## src/rtl/fault_mem_mbist_ctrl_if.sv

```systemverilog
// Memory-side bus of the MBIST controller: write strobe, address, write data, read data.
interface fault_mem_mbist_ctrl_if #(
  parameter int DATA_WIDTH = 8,
  parameter int ADDR_WIDTH = 4
);
  logic                  write_read;
  logic [ADDR_WIDTH-1:0] address;
  logic [DATA_WIDTH-1:0] wdata;
  logic [DATA_WIDTH-1:0] rdata;

  modport master (output write_read, address, wdata, input rdata);
  modport slave  (input write_read, address, wdata, output rdata);
endinterface

```

## src/rtl/fault_mem_mbist_ctrl.sv

```systemverilog
// March C- memory BIST controller: walks six March elements over 0..LAST_ADDR,
// counts miscompares and latches the first failing address/element/data.
module fault_mem_mbist_ctrl #(
  parameter int DATA_WIDTH = 8,
  parameter int ADDR_WIDTH = 4,
  parameter int LAST_ADDR  = 15
) (
  input  logic                   clk,
  input  logic                   rst_n,
  input  logic                   start,
  fault_mem_mbist_ctrl_if.master mem,
  output logic                   busy,
  output logic                   done,
  output logic                   fail,
  output logic [ADDR_WIDTH-1:0]  fail_addr,
  output logic [2:0]             fail_elem,
  output logic [DATA_WIDTH-1:0]  fail_data,
  output logic [7:0]             err_cnt
);
  typedef enum logic [2:0] {IDLE, SETUP, WRITE, READ, WAIT, CMP, DONE} state_t;

  localparam logic [ADDR_WIDTH-1:0] LAST = ADDR_WIDTH'(LAST_ADDR);

  state_t                state, state_n;
  logic [2:0]            elem, elem_n, elem_nx;
  logic [ADDR_WIDTH-1:0] addr, addr_n, addr_step;
  logic [DATA_WIDTH-1:0] wd, wd_n;
  logic                  clr, step, last_a, miscmp;

  function automatic logic is_down(input logic [2:0] e);
    return (e == 3'd3) || (e == 3'd4);
  endfunction

  function automatic logic [DATA_WIDTH-1:0] wr_val(input logic [2:0] e);
    return ((e == 3'd1) || (e == 3'd3)) ? '1 : '0;
  endfunction

  function automatic logic [DATA_WIDTH-1:0] rd_val(input logic [2:0] e);
    return ((e == 3'd2) || (e == 3'd4)) ? '1 : '0;
  endfunction

  assign elem_nx   = elem + 3'd1;
  assign last_a    = is_down(elem) ? (addr == '0) : (addr == LAST);
  assign addr_step = is_down(elem) ? addr - 1'b1 : addr + 1'b1;
  // An address is finished after its write, or after its compare in the read-only M5
  assign step      = (state == WRITE) || ((state == CMP) && (elem == 3'd5));
  assign miscmp    = (state == CMP) && (mem.rdata != rd_val(elem));

  always_comb begin
    state_n = state;
    elem_n  = elem;
    addr_n  = addr;
    wd_n    = wd;
    clr     = 1'b0;
    case (state)
      IDLE, DONE: if (start) begin
        state_n = SETUP;
        elem_n  = '0;
        addr_n  = '0;
        wd_n    = wr_val(3'd0);
        clr     = 1'b1;
      end
      SETUP:   state_n = (elem == 3'd0) ? WRITE : READ;
      READ:    state_n = WAIT;
      WAIT:    state_n = CMP;
      CMP:     state_n = WRITE;
      WRITE:   state_n = WRITE;
      default: state_n = IDLE;
    endcase
    if (step) begin
      if (!last_a) begin
        addr_n  = addr_step;
        state_n = (elem == 3'd0) ? WRITE : READ;
      end else if (elem == 3'd5) begin
        state_n = DONE;
      end else begin
        // wdata is loaded here so it is already stable in SETUP, ahead of the first write
        state_n = SETUP;
        elem_n  = elem_nx;
        addr_n  = is_down(elem_nx) ? LAST : '0;
        wd_n    = wr_val(elem_nx);
      end
    end
  end

  always_ff @(posedge clk or negedge rst_n) begin
    if (!rst_n) begin
      state <= IDLE;
      elem  <= '0;
      addr  <= '0;
      wd    <= '0;
    end else begin
      state <= state_n;
      elem  <= elem_n;
      addr  <= addr_n;
      wd    <= wd_n;
    end
  end

  always_ff @(posedge clk or negedge rst_n) begin
    if (!rst_n) begin
      fail      <= 1'b0;
      fail_addr <= '0;
      fail_elem <= '0;
      fail_data <= '0;
      err_cnt   <= '0;
    end else if (clr) begin
      fail      <= 1'b0;
      fail_addr <= '0;
      fail_elem <= '0;
      fail_data <= '0;
      err_cnt   <= '0;
    end else if (miscmp) begin
      if (err_cnt != 8'hFF) err_cnt <= err_cnt + 8'd1;
      if (!fail) begin
        fail      <= 1'b1;
        fail_addr <= addr;
        fail_elem <= elem;
        fail_data <= mem.rdata;
      end
    end
  end

  assign mem.write_read = (state == WRITE);
  assign mem.address    = addr;
  assign mem.wdata      = wd;
  assign busy           = (state != IDLE) && (state != DONE);
  assign done           = (state == DONE);
endmodule

```

## src/flat_wrapper.sv

```systemverilog
// flat-port wrapper written by rule: the top's interface ports become plain ports
module fault_mem_mbist_ctrl_flat 
#(
  parameter int DATA_WIDTH = 8,
  parameter int ADDR_WIDTH = 4,
  parameter int LAST_ADDR  = 15
)
  (clk, rst_n, start, busy, done, fail, fail_addr, fail_elem, fail_data, err_cnt, mem_write_read, mem_address, mem_wdata, mem_rdata);
  fault_mem_mbist_ctrl_if #(.DATA_WIDTH(DATA_WIDTH), .ADDR_WIDTH(ADDR_WIDTH)) mem_i ();
  input  logic clk;
  input  logic rst_n;
  input  logic start;
  output logic busy;
  output logic done;
  output logic fail;
  output logic [ADDR_WIDTH-1:0] fail_addr;
  output logic [2:0] fail_elem;
  output logic [DATA_WIDTH-1:0] fail_data;
  output logic [7:0] err_cnt;
  output wire logic [$bits(mem_i.write_read)-1:0] mem_write_read;
  output wire logic [$bits(mem_i.address)-1:0] mem_address;
  output wire logic [$bits(mem_i.wdata)-1:0] mem_wdata;
  input wire logic [$bits(mem_i.rdata)-1:0] mem_rdata;
  assign mem_write_read = mem_i.write_read;
  assign mem_address = mem_i.address;
  assign mem_wdata = mem_i.wdata;
  assign mem_i.rdata = mem_rdata;
  fault_mem_mbist_ctrl #(.DATA_WIDTH(DATA_WIDTH), .ADDR_WIDTH(ADDR_WIDTH), .LAST_ADDR(LAST_ADDR)) u_core (.clk(clk), .rst_n(rst_n), .start(start), .mem(mem_i), .busy(busy), .done(done), .fail(fail), .fail_addr(fail_addr), .fail_elem(fail_elem), .fail_data(fail_data), .err_cnt(err_cnt));
endmodule
```

## config.mk

```make
export PLATFORM = sky130hd
export DESIGN_NAME = fault_mem_mbist_ctrl_flat
export DESIGN_NICKNAME = d
export VERILOG_FILES = /design/src/rtl/fault_mem_mbist_ctrl_if.sv /design/src/rtl/fault_mem_mbist_ctrl.sv /design/src/flat_wrapper.sv
export SDC_FILE = /design/constraint.sdc
export NUM_CORES = 1
export LEC_CHECK = 0
export BUFFER_PORTS_ARGS = -buffer_cell sky130_fd_sc_hd__buf_2
export CORE_MARGIN = 3
export CORE_UTILIZATION = 54
export DETAILED_ROUTE_END_ITERATION = 8
export PLACE_DENSITY = 0.79
export SYNTH_ARGS = -nofsm -noshare
export SYNTH_HDL_FRONTEND = slang
export SYNTH_SLANG_ARGS = --single-unit
```

## constraint.sdc

```tcl
create_clock -name clk -period 3.03 [get_ports clk]
set_clock_uncertainty 0.1 [all_clocks]
set_input_delay 0.1515 -clock clk [delete_from_list [all_inputs] [get_ports clk]]
set_output_delay 0.1515 -clock clk [all_outputs]
set_load 0.01 [all_outputs]
```

==> key figures, run 1 <==
Synthesis
  • Post-synth top area cell: dfrtp_1
  • Cell area after synthesis: 2280 um^2
  • Post-synth top area share: 46.0%
  • Post-synth EDFFs: 0
  • List of most frequent post-synthesis cells: nand2_1 (46), dfrtp_1 (42), o21ai_0 (14)
  • Adder-cell share of the synthesized area: 6.35%
  • Complex-gate fraction of the synthesized area: 17.2%
  • Seq/Total Area, Yosys: 46.0%
  • Most instantiated library cell after synthesis: nand2_1
  • Synth Area in XOR/XNOR: 0.383%
  • #FFs+latches synth: 42
  • Synth top area cells: dfrtp_1 (46%), nand2_1 (7.6%), ha_1 (5.5%), mux2i_1 (3.9%), a21o_1 (3.3%)
  • Avg Cell Area, Syn: 9.60 um^2
  • Main combinational cell family by area after synthesis: simple AND/OR/NAND/NOR gates
  • Simple-Gate Fraction of Synth Area: 20.9%
  • Cell variety after synth: 47
  • Mapped Cells: 238
  • Mux share of post-synthesis cell area: 4.93%
  • Ys flop type: dfrtp_1
  • Synth Warn #: 0
  • Asr flop ratio synth: 100%
  • Syn Nets: 260

Place
  • Port Buffers: 49
  • Placed cell area: 2570 um^2
  • Hpwl dp: 3520 um
  • Gpl congestion: 0.880

Worst setup path
  • CP Max Fanout: 7
  • Crit start category: register
  • CP Capture Point: u_core.mem.address[3]
  • R2r setup slk: 390 ps
  • Worst reg-to-reg path cell count: 10
  • Worst endpoint data arrival time: 2780 ps
  • Kind of critical path: reg -> reg
  • FF-to-FF End: u_core.mem.address[3]
  • RR Startpoint: u_core.elem[0]
  • Worst Path Required: 3170 ps
  • CP startpoint: u_core.elem[0]
  • Crit. End Element: register

Power
  • LEAKAGE: 1.44 nW
  • Internal power: 0.804 mW
  • NetSw: 0.266 mW
  • VDD IR max: 0.265 mV
  • Power Dens Cells: 394 nW/um^2
  • Combinational share of power: 8.1%
  • Sw Share: 24.9%
  • Sequential Power Share: 56.3%
  • Clk pwr share: 35.6%

Hold path
  • Class of the worst hold path: in -> reg
  • HP Start: mem_rdata[0]

GRT
  • Largest net degree at the start of global routing: 43
  • Grt total ovfl: 0
  • Number of global-route vias before repair: 1,857
  • Initial antenna violation count: 0
  • First-pass GRT wire length: 8650 um
  • Global Route Usage Sum: 21.3%

Routing
  • DRT Pass-1 Iters: 4
  • Routed Antenna Nets: 0
  • Routed WL: 4930 um
  • WL/cell: 14.4 um
  • DRC viols: 0
  • Total number of vias: 1,909
  • Vias per cell: 5.57
  • DRT iter0 DRCs: 87

Clock tree
  • Post-CTS setup buffers: 0
  • Max Buffers Root-to-Sink: 2
  • Cts repair resizes: 0
  • Root Driver: clkbuf_8
  • Clock Sink Count: 42
  • Clock Latency Late Sink: 300 ps
  • Num CTS Buffers: 5
  • H-tree depth: 2
  • Hold buffer count at cts: 5
  • CTS tree: built
  • Clock input transition at the sequential cells of the worst setup and hold paths: 80 ps

Cells and area
  • Ant diodes: 0
  • Nets: 314
  • Finished Cell Area: 2720 um^2
  • Fillers: 342
  • Register area: 1050 um^2
  • Multi-input gate area: 1140 um^2
  • Area Overhead vs Synth: 18.8%
  • Share of layout cells above drive strength 1: 24.2%

Die
  • FP Rows: 23
  • Core area: 4030 um^2
  • Io pins: 50
  • Initial Utilization: 56.7%
  • Die Span X: 71.0 um
  • Die area: 5050 um^2
  • Die Height: 71.0 um

Timing
  • Final hold vios: 0
  • Tcrit/Tclk final: 87.1%
  • Fmax: 379 MHz
  • Slew Viols, Final: 0
  • Min Tclk post-route: 2640 ps
  • Max-slew headroom: 39.1%
  • Setup TNS: 0 ps
  • Slew @ Worst Pin: 914 ps
  • Setup violators final: 0
  • RSZ-0062 raised after global routing: no

Outcome
  • Status: finished, final reports clean

Run
  • Max Cap Viol: 0
how the worst min path moves through the flow:
stage / slack, ps / to / depth (start not counted)
floorplan: -240 / u_core.elem[0] / 0
global placement: 240 / u_core.err_cnt[3] / 1
detailed placement: 240 / u_core.err_cnt[3] / 1
CTS: 7 / u_core.fail_data[3] / 3
global route: 40 / u_core.fail_data[1] / 3
finish: 20 / u_core.fail_data[0] / 3
logic make-up after synthesis:
kind of cell,Yosys count
adder cells (fa/ha/maj),11
multiplexers,10
XOR/XNOR,1
AND/OR/NAND/NOR,96
flip-flops,42
AO/OA/AOI/OAI,57
buffers and inverters,21
metrics by stage:
step	setup WS [ps]	utilization (%)	power [mW]	cells	hold WS (ps)
finish	391	67.4	1.07	343	16.5
global route	128	67.4	1.12	343	35.1
CTS	389	67.4	1.08	343	7.39
detailed placement	400	63.8	0.697	330	237
global placement	537	63.8	0.694	330	240
floorplan	640	-	0.646	238	-244
cell type report:
cell class                 instances  share of cell area [%]
multi-input combinational        175                    42.1
sequential                        42                    38.7
timing repair buffer              58                    12.0
clock buffer                       6                    3.04
tap                               50                    2.30
inverter                          10                    1.38
clock inverter                     2                   0.461
worst max-delay path, stage by stage (launching register included):
cell and delay [ps]:
dfrtp_1 460, inv_1 130, ha_1 250, mux2i_1 260
inv_1 150, ha_1 340, and3_1 200, o21ai_0 220
nor2b_1 70, nor4_1 270, a211o_1 130
sequential cells by signal (all words and copies together), names as in the netlist:
register            cells
u_core.err_cnt          8
u_core.elem             3
u_core.fail_elem        3
u_core.fail             1
u_core.fail_data        8
u_core.mem.address      4
u_core.fail_addr        4
u_core.mem.wdata        8
u_core.state            3
layout by cell type, fill, tap and decap left out, types with 7 or more instances in the layout:
master / instances
and3_1: 10
buf_2: 49
nand3_1: 9
o21ai_1: 8
nor2_1: 7
nand2_1: 46
ha_1: 10
mux2i_1: 9
o21ai_0: 14
inv_1: 10
dfrtp_1: 42
a21o_1: 10
routing by layer:
metal  wire length, um  up-vias  global-route usage, %  share of wire [%]
met5                 0        -                      0                  0
met4                55        0                   7.10                1.1
met3               269        6                   5.54                5.5
met2              2270       47                   33.5                 46
met1              2330      915                   28.9                 47
li1                  -      941                      -                  -
power by group through the flow:
| stage | clock network, mW | logic, mW | registers, mW |
|---|---|---|---|
| after floorplan | 0 | 0.0222 | 0.623 |
| after global placement | 0 | 0.0813 | 0.613 |
| after detailed placement | 0 | 0.0841 | 0.613 |
| after CTS | 0.391 | 0.0891 | 0.602 |
| after global routing | 0.413 | 0.0985 | 0.607 |
| final | 0.381 | 0.0868 | 0.603 |
No activity file was read; power rests on OpenSTA's default activity.
==> inputs of run 2 (changes only) <==
--- a/config.mk
+++ b/config.mk
@@ -10,6 +10,7 @@
 export CORE_UTILIZATION = 54
 export DETAILED_ROUTE_END_ITERATION = 8
 export PLACE_DENSITY = 0.79
+export RECOVER_POWER = 100
 export SYNTH_ARGS = -nofsm -noshare
 export SYNTH_HDL_FRONTEND = slang
 export SYNTH_SLANG_ARGS = --single-unit
==> key figures, run 2 (synthesis results as in run 1) <==
Outcome
  • Status: finished, violations left
  • Failing checks: max-capacitance violations, max-slew violations

Place
  • Placed cell area: 2570 um^2
  • Port Buffers: 49
  • Post-place setup slack: 400 ps
  • Dpl cells: 330
  • Hpwl dp: 3520 um
  • Gpl congestion: 0.880

GRT
  • Global Route Usage Sum: 21.3%
  • Grt total ovfl: 0
  • Initial antenna violation count: 0
  • GRT met3 Usage: 5.54%
  • Global-route layer with the greatest usage: met2
  • First-pass GRT wire length: 8650 um
  • Number of global-route vias before repair: 1,857
  • Grt met2 use: 33.5%
  • Met1 Use GR: 28.9%
  • Largest net degree at the start of global routing: 43

Cells and area
  • Area Overhead vs Synth: 15.7%
  • Fin cells: 343
  • Post-layout util: 65.6%
  • Ant diodes: 0
  • Share of layout cells above drive strength 1: 9.90%
  • Commonest non-fill, non-tap cell in the layout: nand2_1
  • Nets: 314
  • Finished Cell Area: 2640 um^2
  • Commonest non-fill, non-tap cells in the layout: nand2_1 (46), dfrtp_1 (42), clkbuf_1 (40)

Worst setup path
  • Cell family with most CP delay: multiplexers
  • Crit start category: register
  • Worst Path Required: 3170 ps
  • Crit. End Element: register
  • Slowest-stage cell, CP: dfrtp_1
  • CP Buf/Inv Count: 2
  • Kind of critical path: reg -> reg
  • CP Max Fanout: 10
  • Crit-path most repeated cell: mux2i_1
  • Max incr delay on CP: 460 ps
  • Worst endpoint data arrival time: 2830 ps
  • CP Cell Sequence: inv_1, ha_1, mux2i_1, mux2i_1, clkbuf_1, nand3_1, a21oi_4, a22o_1

Timing
  • Slew @ Worst Pin: 2210 ps
  • Fin Hold WS: 12.8 ps
  • Tcrit/Tclk final: 88.9%
  • Final hold vios: 0
  • Setup violators final: 0
  • Min Tclk post-route: 2690 ps
  • RSZ-0062 raised after global routing: no
  • Final WS setup: 336 ps
  • Setup TNS: 0 ps
  • Max-slew headroom: -47.3%
  • Slew Viols, Final: 43
  • Fmax: 371 MHz

Die
  • Die area: 5050 um^2
  • Core area: 4030 um^2
  • Die Height: 71.0 um
  • FP Rows: 23
  • Initial Utilization: 56.7%
  • Io pins: 50
  • Die Span X: 71.0 um

Clock tree
  • Num CTS Buffers: 5
  • Clock input transition at the sequential cells of the worst setup and hold paths: 80 ps
  • CTS tree: built
  • Clock Sink Count: 42
  • H-tree depth: 2
  • Clock Latency Late Sink: 300 ps
  • Max Buffers Root-to-Sink: 2
  • Root Driver: clkbuf_8
  • Cts repair resizes: 0

Power
  • Clk pwr share: 35.8%
  • Combinational share of power: 7.5%
  • Sw Share: 25.1%
  • Power Dens Cells: 403 nW/um^2
  • Sequential Power Share: 56.7%
  • Internal power: 0.797 mW
  • NetSw: 0.267 mW
  • VDD IR max: 0.264 mV
  • LEAKAGE: 1.30 nW
  • Total Power: 1.06 mW

Hold path
  • Class of the worst hold path: in -> reg

Routing
  • Routed WL: 4950 um
  • DRC viols: 0
  • Routed Antenna Nets: 0
  • WL/cell: 14.4 um
  • Vias per cell: 5.52
  • Total number of vias: 1,892
  • DRT Pass-1 Iters: 4
  • DRT iter0 DRCs: 109

Run
  • Max Cap Viol: 1
run 2: cell count changes in the layout (fill, tap and decap cells not counted), sizes merged:
cell,previous run,this run
clkbuf,6,46
buf,53,13
run 2: cell type report:
| type | instances | area, um^2 |
|---|---|---|
| Inverter | 10 | 37.5 |
| Timing Repair Buffer | 58 | 270 |
| Fill cell | 369 | 1390 |
| Tap cell | 50 | 62.6 |
| Sequential cell | 42 | 1050 |
| Clock inverter | 2 | 12.5 |
| Multi-Input combinational cell | 175 | 1130 |
| Clock buffer | 6 | 82.6 |
run 2: per-layer routing:
| metal | vias up | wire length, um | part of all wire [%] |
|---|---|---|---|
| li1 | 944 | - | - |
| met1 | 900 | 2410 | 49 |
| met2 | 42 | 2250 | 46 |
| met3 | 6 | 235 | 4.7 |
| met4 | 0 | 55 | 1.1 |
| met5 | - | 0 | 0 |
run 2: worst min-delay path: stages:
cell	delay, ps
buf_2	100
nand2_1	40
o21ai_0	70
run 2: power groups by stage:
stage | Sequential, mW | Clock (mW) | Combinational, mW
2_1_floorplan | 0.623 | 0 | 0.0222
3_3_place_gp | 0.613 | 0 | 0.0813
3_5_place_dp | 0.613 | 0 | 0.0841
4_1_cts | 0.602 | 0.391 | 0.0891
5_1_grt | 0.608 | 0.413 | 0.0913
6_report | 0.604 | 0.381 | 0.0796
run 2: worst paths after layout:
| kind | from | to | slack (ps) | cells after the start |
|---|---|---|---|---|
| setup / recovery | u_core.elem[0] | u_core.mem.address[0] | 340 | 8 |
| hold / removal | mem_rdata[2] | u_core.fail_data[2] | 10 | 3 |
| setup reg to reg | u_core.elem[0] | u_core.mem.address[0] | 340 | 8 |
| hold reg to reg | u_core.mem.wdata[5] | u_core.mem.wdata[5] | 380 | 1 |
| max in group asynchronous | rst_n | u_core.mem.wdata[3] | 630 | 2 |
| min in group asynchronous | rst_n | u_core.fail_data[6] | 940 | 2 |
run 2: what timing repair did:
item	in CTS	in global routing
hold buffers	5	0
endpoints found under the setup margin	0	0
buffers inserted	0	0
hold endpoints to repair	46	0
==> inputs of run 3 (changes only) <==
--- a/config.mk
+++ b/config.mk
@@ -7,9 +7,9 @@
 export LEC_CHECK = 0
 export BUFFER_PORTS_ARGS = -buffer_cell sky130_fd_sc_hd__buf_2
 export CORE_MARGIN = 3
-export CORE_UTILIZATION = 54
+export CORE_UTILIZATION = 45
 export DETAILED_ROUTE_END_ITERATION = 8
-export PLACE_DENSITY = 0.79
+export PLACE_DENSITY = 0.68
 export RECOVER_POWER = 100
 export SYNTH_ARGS = -nofsm -noshare
 export SYNTH_HDL_FRONTEND = slang
==> key figures, run 3 (synthesis results as in run 1) <==
Clock tree
  • Clock input transition at the sequential cells of the worst setup and hold paths: 80 ps
  • Hold buffer count at cts: 5
  • Num CTS Buffers: 5
  • Cts repair resizes: 0
  • Max Buffers Root-to-Sink: 2
  • Post-CTS setup buffers: 0
  • Clock Sink Count: 42
  • CTS tree: built
  • Root Driver: clkbuf_8
  • Clock Latency Late Sink: 300 ps
  • H-tree depth: 2

Routing
  • WL/cell: 14.0 um
  • DRT iter0 DRCs: 106
  • Vias per cell: 5.28
  • DRT Pass-1 Iters: 4
  • Routed WL: 5080 um
  • Total number of vias: 1,913
  • Routed Antenna Nets: 0
  • DRC viols: 0

Place
  • Placed cell area: 2610 um^2
  • Port Buffers: 49
  • Dpl cells: 349
  • Gpl congestion: 0.826
  • Hpwl dp: 3580 um

Power
  • LEAKAGE: 1.33 nW
  • Sw Share: 21.5%
  • Power Dens Cells: 457 nW/um^2
  • Sequential Power Share: 49.1%
  • Clk pwr share: 44.3%
  • NetSw: 0.264 mW
  • Internal power: 0.966 mW
  • VDD IR max: 0.335 mV
  • Combinational share of power: 6.6%

Worst setup path
  • CP Max Fanout: 7
  • Crit. End Element: register
  • Crit start category: register
  • Worst Path Required: 3170 ps
  • Worst endpoint data arrival time: 2840 ps
  • R2r setup slk: 330 ps
  • Kind of critical path: reg -> reg

Cells and area
  • Post-layout util: 55.9%
  • Fillers: 488
  • Nets: 316
  • Commonest non-fill, non-tap cell in the layout: nand2_1
  • Commonest non-fill, non-tap cells in the layout: nand2_1 (46), dfrtp_1 (42), clkbuf_1 (41)
  • Finished Cell Area: 2690 um^2
  • Ant diodes: 0
  • Fin cells: 362
  • Share of layout cells above drive strength 1: 9.15%
  • Area Overhead vs Synth: 17.9%

Outcome
  • Failing checks: max-capacitance violations, max-slew violations
  • Status: finished, violations left

Timing
  • Fin Hold WS: 1.07 ps
  • Slew Viols, Final: 43
  • Min Tclk post-route: 2700 ps
  • RSZ-0062 raised after global routing: no
  • Slew @ Worst Pin: 2230 ps
  • Setup violators final: 0
  • Fmax: 370 MHz
  • Max-slew headroom: -48.7%
  • Setup TNS: 0 ps
  • Tcrit/Tclk final: 89.1%
  • Final hold vios: 0

GRT
  • Grt total ovfl: 0
  • Initial antenna violation count: 0
  • Largest net degree at the start of global routing: 43
  • Global Route Usage Sum: 17.8%
  • Number of global-route vias before repair: 1,806
  • First-pass GRT wire length: 8610 um

Die
  • Initial Utilization: 47.4%
  • Die area: 5970 um^2
  • Core area: 4820 um^2
  • Die Height: 77.3 um
  • FP Rows: 25
  • Io pins: 50
  • Die Span X: 77.3 um

Hold path
  • Class of the worst hold path: in -> reg

Run
  • Max Cap Viol: 1
## run 3: power groups by stage
stage                     clock, mW  sequential (mW)  combinational (mW)
after global placement            0            0.613              0.0822
final                         0.545            0.604              0.0806
after floorplan                   0            0.623              0.0222
after global routing          0.593            0.609              0.0913
after detailed placement          0            0.615              0.0843
after CTS                     0.560            0.603              0.0894
## run 3: through the flow
step / setup slack (ps) / power, mW
final: 329 / 1.23
after global routing: 99.4 / 1.29
after CTS: 318 / 1.25
after detailed placement: 351 / 0.699
after global placement: 513 / 0.695
after floorplan: 640 / 0.646
## run 3: worst paths after layout
path / start / end / cells past startpoint
max: u_core.elem[0] / u_core.mem.address[3] / 10
min: mem_rdata[3] / u_core.fail_data[3] / 3
max reg2reg: u_core.elem[0] / u_core.mem.address[3] / 10
min reg2reg: u_core.mem.wdata[3] / u_core.mem.wdata[3] / 1
max in group asynchronous: rst_n / u_core.fail_addr[2] / 2
min in group asynchronous: rst_n / u_core.fail_data[5] / 2
## run 3: cell type report
type	count	area, um^2	area share [%]
Sequential cell	42	1050	39.0
Clock inverter	2	60.1	2.23
Inverter	10	37.5	1.39
Clock buffer	6	82.6	3.07
Timing Repair Buffer	60	282	10.5
Tap cell	67	83.8	3.11
Multi-Input combinational cell	175	1100	40.7
## run 3: metal layers
layer,vias up,part of all wire (%),GRT usage (%)
li1,951,-,-
met1,900,49,24.9
met2,56,44,27.8
met3,6,5.6,3.99
met4,0,1.1,4.98
met5,-,0,0
## run 3: critical path: stages, from the launching register on
cell     delay, ps
dfrtp_1        470
inv_1          130
ha_1           240
mux2i_1        270
inv_1          160
ha_1           340
and3_1         210
o21ai_0        230
nor2b_1         80
nor4_1         290
a211o_1        130
